`src/rtl/regset_pkg.sv`:
```
// Shared constants and state type for the multi-read-port register file.
package regset_pkg;
    localparam int XLEN_DEF     = 32;
    localparam int NREGS_DEF    = 32;
    localparam int NRD_DEF      = 2;
    localparam int ZERO_REG_IDX = 0;

    typedef enum logic [0:0] {
        RS_CLEAR = 1'b0,
        RS_READY = 1'b1
    } regset_state_e;
endpackage

```
`src/rtl/register_set_mp_if.sv`:
```
// Write/read/clear bus of register_set_mp; master drives requests, slave returns read data and status.
interface register_set_mp_if #(
    parameter int XLEN  = regset_pkg::XLEN_DEF,
    parameter int NREGS = regset_pkg::NREGS_DEF,
    parameter int NRD   = regset_pkg::NRD_DEF
);
    localparam int AW = $clog2(NREGS);

    logic                write_en;
    logic [AW-1:0]       WriteAdd;
    logic [XLEN-1:0]     Reg_WriteData;
    logic [NRD*AW-1:0]   ReadAdd;
    logic [NRD*XLEN-1:0] Data;
    logic                clear_req;
    logic                init_done;

    modport master (
        output write_en, WriteAdd, Reg_WriteData, ReadAdd, clear_req,
        input  Data, init_done
    );

    modport slave (
        input  write_en, WriteAdd, Reg_WriteData, ReadAdd, clear_req,
        output Data, init_done
    );
endinterface

```
`src/rtl/regset_rd_port.sv`:
```
// One combinational read port: zero register, clear masking and optional write-first bypass.
// Bypass is compiled in when REGSET_BYPASS_EN is defined.
module regset_rd_port
    import regset_pkg::*;
#(
    parameter int  XLEN  = XLEN_DEF,
    parameter int  NREGS = NREGS_DEF,
    localparam int AW    = $clog2(NREGS)
) (
    input  logic [NREGS*XLEN-1:0] mem_flat_i,
    input  logic                  ready_i,
    input  logic                  wr_hit_en_i,
    input  logic [AW-1:0]         wr_addr_i,
    input  logic [XLEN-1:0]       wr_data_i,
    input  logic [AW-1:0]         rd_addr_i,
    output logic [XLEN-1:0]       rd_data_o
);
`ifdef REGSET_BYPASS_EN
    localparam bit BYPASS = 1'b1;
`else
    localparam bit BYPASS = 1'b0;
`endif

    logic [XLEN-1:0] stored_s;
    logic            bypass_hit_s;

    assign stored_s     = mem_flat_i[XLEN*int'(rd_addr_i) +: XLEN];
    assign bypass_hit_s = BYPASS && wr_hit_en_i && (wr_addr_i == rd_addr_i);

    // Stale storage is masked while clearing; register 0 always reads zero.
    always_comb begin
        if (!ready_i || (rd_addr_i == AW'(ZERO_REG_IDX))) begin
            rd_data_o = '0;
        end else if (bypass_hit_s) begin
            rd_data_o = wr_data_i;
        end else begin
            rd_data_o = stored_s;
        end
    end
endmodule

```
`src/rtl/register_set_mp.sv`:
```
// Parametrised NRD-read/1-write register file with hardwired-zero r0 and a sequential clear engine.
// Define REGSET_BYPASS_EN for same-cycle write-to-read bypass.
module register_set_mp
    import regset_pkg::*;
#(
    parameter int XLEN  = XLEN_DEF,
    parameter int NREGS = NREGS_DEF,
    parameter int NRD   = NRD_DEF
) (
    input  logic              clk,
    input  logic              rst_n,
    register_set_mp_if.slave  bus
);
    localparam int AW = $clog2(NREGS);
    localparam logic [0:0] ST_CLEAR = RS_CLEAR;
    localparam logic [0:0] ST_READY = RS_READY;

    logic [0:0]            state_q, state_d;
    logic [AW-1:0]         clr_cnt_q, clr_cnt_d;
    logic                  init_done_q;
    logic [XLEN-1:0]       mem_q [NREGS];
    logic [NREGS*XLEN-1:0] mem_flat_s;
    logic [NRD*XLEN-1:0]   rd_data_s;
    logic                  ready_s;
    logic                  wr_hit_en_s;
    logic                  wr_commit_s;

    assign ready_s     = (state_q == ST_READY);
    assign wr_hit_en_s = bus.write_en && (bus.WriteAdd != AW'(ZERO_REG_IDX));
    // A same-cycle clear request wins over the write.
    assign wr_commit_s = ready_s && wr_hit_en_s && !bus.clear_req;

    // Clear engine next-state: walk every index once, then accept traffic.
    always_comb begin
        state_d   = state_q;
        clr_cnt_d = clr_cnt_q;
        case (state_q)
            ST_CLEAR: begin
                if (clr_cnt_q == AW'(NREGS - 1)) begin
                    state_d   = ST_READY;
                    clr_cnt_d = '0;
                end else begin
                    clr_cnt_d = clr_cnt_q + AW'(1);
                end
            end
            ST_READY: begin
                if (bus.clear_req) begin
                    state_d   = ST_CLEAR;
                    clr_cnt_d = '0;
                end else begin
                    clr_cnt_d = '0;
                end
            end
            default: begin
                state_d   = ST_CLEAR;
                clr_cnt_d = '0;
            end
        endcase
    end

    // Control state and the registered init_done status.
    always_ff @(posedge clk or negedge rst_n) begin
        if (!rst_n) begin
            state_q     <= ST_CLEAR;
            clr_cnt_q   <= '0;
            init_done_q <= 1'b0;
        end else begin
            state_q     <= state_d;
            clr_cnt_q   <= clr_cnt_d;
            init_done_q <= (state_d == ST_READY);
        end
    end

    // Storage is only ever zeroed by the clear engine, never by reset.
    always_ff @(posedge clk) begin
        if (!ready_s) begin
            mem_q[clr_cnt_q] <= '0;
        end else if (wr_commit_s) begin
            mem_q[bus.WriteAdd] <= bus.Reg_WriteData;
        end
    end

    for (genvar g = 0; g < NREGS; g++) begin : g_flat
        assign mem_flat_s[g*XLEN +: XLEN] = mem_q[g];
    end

    for (genvar k = 0; k < NRD; k++) begin : g_rd
        regset_rd_port #(
            .XLEN  (XLEN),
            .NREGS (NREGS)
        ) u_rd_port (
            .mem_flat_i  (mem_flat_s),
            .ready_i     (ready_s),
            .wr_hit_en_i (wr_hit_en_s),
            .wr_addr_i   (bus.WriteAdd),
            .wr_data_i   (bus.Reg_WriteData),
            .rd_addr_i   (bus.ReadAdd[k*AW +: AW]),
            .rd_data_o   (rd_data_s[k*XLEN +: XLEN])
        );
    end

    assign bus.Data      = rd_data_s;
    assign bus.init_done = init_done_q;
endmodule
```
`src/flat_wrapper.sv`:
```
// flat-port wrapper written by rule: the top's interface ports become plain ports
module register_set_mp_flat import regset_pkg::*;
#(
    parameter int XLEN  = XLEN_DEF,
    parameter int NREGS = NREGS_DEF,
    parameter int NRD   = NRD_DEF
)
  (clk, rst_n, bus_write_en, bus_WriteAdd, bus_Reg_WriteData, bus_ReadAdd, bus_clear_req, bus_Data, bus_init_done);
  register_set_mp_if #(.XLEN(XLEN), .NREGS(NREGS), .NRD(NRD)) bus_i ();
  input  logic clk;
  input  logic rst_n;
  input wire logic [$bits(bus_i.write_en)-1:0] bus_write_en;
  input wire logic [$bits(bus_i.WriteAdd)-1:0] bus_WriteAdd;
  input wire logic [$bits(bus_i.Reg_WriteData)-1:0] bus_Reg_WriteData;
  input wire logic [$bits(bus_i.ReadAdd)-1:0] bus_ReadAdd;
  input wire logic [$bits(bus_i.clear_req)-1:0] bus_clear_req;
  output wire logic [$bits(bus_i.Data)-1:0] bus_Data;
  output wire logic [$bits(bus_i.init_done)-1:0] bus_init_done;
  assign bus_i.write_en = bus_write_en;
  assign bus_i.WriteAdd = bus_WriteAdd;
  assign bus_i.Reg_WriteData = bus_Reg_WriteData;
  assign bus_i.ReadAdd = bus_ReadAdd;
  assign bus_i.clear_req = bus_clear_req;
  assign bus_Data = bus_i.Data;
  assign bus_init_done = bus_i.init_done;
  register_set_mp #(.XLEN(XLEN), .NREGS(NREGS), .NRD(NRD)) u_core (.clk(clk), .rst_n(rst_n), .bus(bus_i));
endmodule
```
`config.mk`:
```
export PLATFORM = sky130hd
export DESIGN_NAME = register_set_mp_flat
export DESIGN_NICKNAME = d
export VERILOG_FILES = /design/src/rtl/regset_pkg.sv /design/src/rtl/register_set_mp_if.sv /design/src/rtl/regset_rd_port.sv /design/src/rtl/register_set_mp.sv /design/src/flat_wrapper.sv
export SDC_FILE = /design/constraint.sdc
export NUM_CORES = 1
export LEC_CHECK = 0
export CORE_ASPECT_RATIO = 0.5
export CORE_UTILIZATION = 35
export CTS_CLUSTER_DIAMETER = 80
export DETAILED_ROUTE_END_ITERATION = 8
export GPL_ROUTABILITY_DRIVEN = 0
export PLACE_DENSITY = 0.59
export RECOVER_POWER = 100
export SLEW_MARGIN = 10
export SYNTH_ARGS = -nofsm -noshare
export SYNTH_HDL_FRONTEND = slang
export SYNTH_SLANG_ARGS = --single-unit
export TNS_END_PERCENT = 20
```
`constraint.sdc`:
```
create_clock -name clk -period 10.95 [get_ports clk]
set_clock_uncertainty 0.1 [all_clocks]
set_input_delay 1.095 -clock clk [delete_from_list [all_inputs] [get_ports clk]]
set_output_delay 1.095 -clock clk [all_outputs]
set_load 0.01 [all_outputs]
```
==> run summary <==
After clock tree synthesis, the repair step resized 0 gates. The startpoint identified for the worst register-to-register timing path is u_core.ready_s$_DFF_PN0_. The clock sink count came out at 1,030. The run finished, with violations left. The final count of pins violating max slew came out at 1,906. The final setup slack of the worst path came out at 2.62 ns. The data required time of the critical path is 11.06 ns. During placement, the flow inserted port buffers numbering 115. Once the floorplan was initialized, standard cells occupied 35.3% of the core. The post-route fraction of the period consumed by the critical path is 76.1%. The multiplexer share of the synthesized area came out at 22.5%. The compound-gate portion of the synthesized area came out at 6.07%. The total overflow left after global routing is 0. The number of cell instances on the worst register-to-register path came out at 8.

The worst flop-to-flop path endpoint is u_core.mem_q[20][1]$_DFFE_PP_. The post-synth design cell area is 0.0484 mm^2. The first detailed-routing pass took 7 iterations. The aggregate global-route resource usage came out at 22.9%.

The number of flops mapped to enable cells by yosys is 1,024. The global-route wire length before repair is 228 mm. The area of the die is 0.140 mm^2.

Buffers added to address setup during post-CTS repair amount to 0. The relative max-transition margin is -164%. The post-route netlist has 16.8% of its cells at a drive strength greater than 1.

The design draws 10,100 uW. The endpoint of the worst setup timing path is u_core.mem_q[20][1]$_DFFE_PP_. The floorplan step defined a core boundary enclosing 0.137 mm^2.

In this run the cell area measured after placement is 0.0516 mm^2. STA classifies the critical path endpoint as a register. The internal cell power is 7510 uW. Before CTS, the worst setup slack after placement is 4.69 ns. The detail-routed net length per standard cell came out at 33.4 um. The quantity of hold-fixing buffers added after cts is 0. The number of nets in the layout came out at 3,001. The post-detailed-routing wire length is 164 mm. The power share of the clock group is 37.9%. The count of H-tree levels built during CTS is 3.

The die height came out at 265 um. The pin count of the biggest net entering global routing came out at 106. The root buffer cell chosen for the clock tree is sky130_fd_sc_hd__clkbuf_16. The number of buffers created by CTS came out at 102. The clock passes through at most 3 buffers. The estimated wirelength of the detail-placed design came out at 91.6 mm. The die is 528 um wide.

The clock transition at the registers of the reported paths is 0.06 ns. The number of DRC violations after detailed routing is 2. The floorplan has 96 rows.

In this run switching power makes up 25.8% of total power. The share of total power dissipated in combinational logic is 13.6%. The number of storage elements in the synthesis netlist is 1,030. TritonCTS built the clock tree. The most used flip-flop cell after synthesis is sky130_fd_sc_hd__edfxtp_1. The final hold violation count came to 0. Setup violations remaining at the end of the flow were counted as 0. Counting every instance in the synthesized netlist gives 2,879. For this block, the initial DRC count from the detailed router was 4,136.

Summed over all cells, the static leakage comes to 0.0188 uW. Dividing the detail-routed via count by the number of cells gives 6.21. Dividing the synthesized area by the synthesized cell count gives 16.8 um^2. Timing would allow up to 0.120 GHz.

The net switching component of the power came out at 2610 uW. The area of all placed cells without fillers came out at 0.0551 mm^2. After synthesis, the share of flip-flops with an asynchronous set or reset is 0.583%. The area growth from synthesis to layout came out at 13.6%. Counting distinct cell types in the post-synthesis netlist gives 54. The launching element of the worst setup path is u_core.ready_s$_DFF_PN0_.

The number of global-route vias before repair came out at 29,700. Setup total negative slack on the finished layout was measured at 0 ns. Across the run, the number of max-cap violations was 60. The worst-margin pin slew came out at 3.96 ns. For flop-to-flop paths, the worst setup slack is 2.62 ns. In this run, flip-flops and latches consume 48.5% of the power. By area, the combinational part of the netlist is dominated by multiplexers. The critical path is of the reg -> reg type. VDD sags by at most 0.000129 V. The number of warnings printed during yosys synthesis came out at 0. After Yosys synthesis, XOR and XNOR cells account for 0.0362% of the synthesized area. During I/O placement, the number of pins put on the boundary was 116.

The worst-skew pair later-pin latency came out at 0.67 ns. Setup repair after global routing left no endpoint under its margin. The share of synthesized area occupied by flip-flops and latches came out at 63.8%. The total via count after detailed routing came out at 30,400. In this run the worst hold path is classified as reg -> reg. STA classifies the critical path startpoint as a register. The total power density per cell area is 184 mW/mm^2. The area fraction in and, or, nand and nor cells after synthesis is 4.73%.

The total nets after synthesis came out at 2,932. The largest fanout of any net on the critical path is 33. Data arrives at the worst endpoint at 8.44 ns. The initial antenna violation count came to 7.

The checks that failed: DRC, capacitance limit, slew limit. The count of nets left with antenna violations once routing finished came out at 0. After Yosys synthesis, full adders, half adders and majority gates account for 0.0517% of the synthesized area. Once layout is complete, the utilization of the core stands at 40.1%. The final critical path time including I/O delays and setup is 8.33 ns.
[how the worst min path moves through the flow]
| stage | start | cells past startpoint | slack [ns] | endpoint |
|---|---|---|---|---|
| after floorplan | u_core.clr_cnt_q[0]$_DFF_PN0_ | 2 | 0.48 | u_core.clr_cnt_q[1]$_DFF_PN0_ |
| after global placement | u_core.clr_cnt_q[0]$_DFF_PN0_ | 1 | 0.52 | u_core.clr_cnt_q[0]$_DFF_PN0_ |
| after detailed placement | u_core.clr_cnt_q[0]$_DFF_PN0_ | 1 | 0.53 | u_core.clr_cnt_q[0]$_DFF_PN0_ |
| after CTS | u_core.clr_cnt_q[0]$_DFF_PN0_ | 1 | 0.54 | u_core.clr_cnt_q[0]$_DFF_PN0_ |
| after global routing | u_core.clr_cnt_q[0]$_DFF_PN0_ | 1 | 0.57 | u_core.clr_cnt_q[0]$_DFF_PN0_ |
| final | u_core.clr_cnt_q[0]$_DFF_PN0_ | 1 | 0.53 | u_core.clr_cnt_q[0]$_DFF_PN0_ |
[cell usage after synthesis, types with 31 or more instances]
cell type                  count  area, um^2
sky130_fd_sc_hd__and2_1       42         263
sky130_fd_sc_hd__nand3_1     132         661
sky130_fd_sc_hd__and3_1       38         238
sky130_fd_sc_hd__buf_4        53         398
sky130_fd_sc_hd__a21oi_1      56         280
sky130_fd_sc_hd__nor2_1       35         131
sky130_fd_sc_hd__a31oi_1      44         275
sky130_fd_sc_hd__a22o_1       31         272
sky130_fd_sc_hd__buf_2        70         350
sky130_fd_sc_hd__nand2_1      68         255
sky130_fd_sc_hd__clkbuf_1     74         278
sky130_fd_sc_hd__a22oi_1     264        1980
sky130_fd_sc_hd__mux2i_1     522        5230
sky130_fd_sc_hd__edfxtp_1   1024       30700
sky130_fd_sc_hd__mux4_2      248        5590
sky130_fd_sc_hd__nand4_1      66         413
[cell usage in the layout (no fill, tap or decap), drive strengths merged, types with 2 or more instances in the layout]
| cell type | instances |
|---|---|
| a21oi | 57 |
| nand3b | 2 |
| clkbuf | 167 |
| diode | 3 |
| and4b | 3 |
| nor2b | 14 |
| nand3 | 132 |
| and3 | 38 |
| mux4 | 252 |
| buf | 45 |
| a22o | 31 |
| dlygate4sd3 | 46 |
| and2 | 42 |
| nor2 | 39 |
| nor3b | 8 |
| a32oi | 3 |
| bufinv | 22 |
| ha | 2 |
| nand2 | 68 |
| nand4 | 66 |
| clkdlybuf4s50 | 63 |
| clkinvlp | 4 |
| a31oi | 44 |
| nor3 | 8 |
| a22oi | 264 |
| inv | 6 |
| clkinv | 39 |
| dfrtp | 6 |
| o21ai | 2 |
| edfxtp | 1024 |
| mux2i | 522 |
[worst max-delay path, cell delays in order (launching register included)]
cell and delay [ns]:
sky130_fd_sc_hd__dfrtp_1 0.39, sky130_fd_sc_hd__clkbuf_1 0.97, sky130_fd_sc_hd__nand3b_1 0.52, sky130_fd_sc_hd__a21oi_4 0.27, sky130_fd_sc_hd__clkbuf_1 2.14, sky130_fd_sc_hd__o21ai_0 0.25, sky130_fd_sc_hd__clkbuf_1 0.36, sky130_fd_sc_hd__nor2_4 0.15
sky130_fd_sc_hd__clkbuf_1 2.62
[stage by stage]
stage | hold slack, ns | instances
2_1_floorplan | 0.484 | 2879
3_3_place_gp | 0.516 | 4706
3_5_place_dp | 0.526 | 4706
4_1_cts | 0.535 | 4899
5_1_grt | 0.566 | 4900
6_report | 0.533 | 4902
[cell type report]
class	instances	area, um^2
fillers	12200	82200
flip-flops and latches	1030	30900
multi-input cells	1615	16500
clock buffers	126	2730
well taps	1862	2330
repair buffers	195	1650
clock inverters	67	893
inverters	4	15.0
diodes	3	7.51
[registers in the layout, indices dropped and copies added (netlist names)]
name and cells:
u_core.mem_q 1024, u_core.clr_cnt_q 5, u_core.ready_s 1
[power groups by stage]
| stage | clock, uW | combinational [uW] | sequential, uW |
|---|---|---|---|
| 6_report | 3830 | 1370 | 4910 |
| 2_1_floorplan | 0 | 801 | 4890 |
| 3_3_place_gp | 0 | 1370 | 4930 |
| 4_1_cts | 3860 | 1390 | 4870 |
| 5_1_grt | 4000 | 1420 | 4940 |
| 3_5_place_dp | 0 | 1380 | 4950 |
[routing by layer]
layer / GRT usage, % / share of wire [%] / vias up
li1: - / - / 12100
met1: 32.5 / 41 / 16200
met2: 35.4 / 45 / 1796
met3: 4.51 / 10 / 328
met4: 7.37 / 3.4 / 10
met5: 0 / 0.038 / -
[kinds of logic after synthesis]
group | Yosys count
compound gates | 411
xor+xnor | 2
fa+ha+maj | 2
buf+inv | 234
flops | 1030
mux | 774
simple gates | 426
No activity file was read; power rests on OpenSTA's default activity.
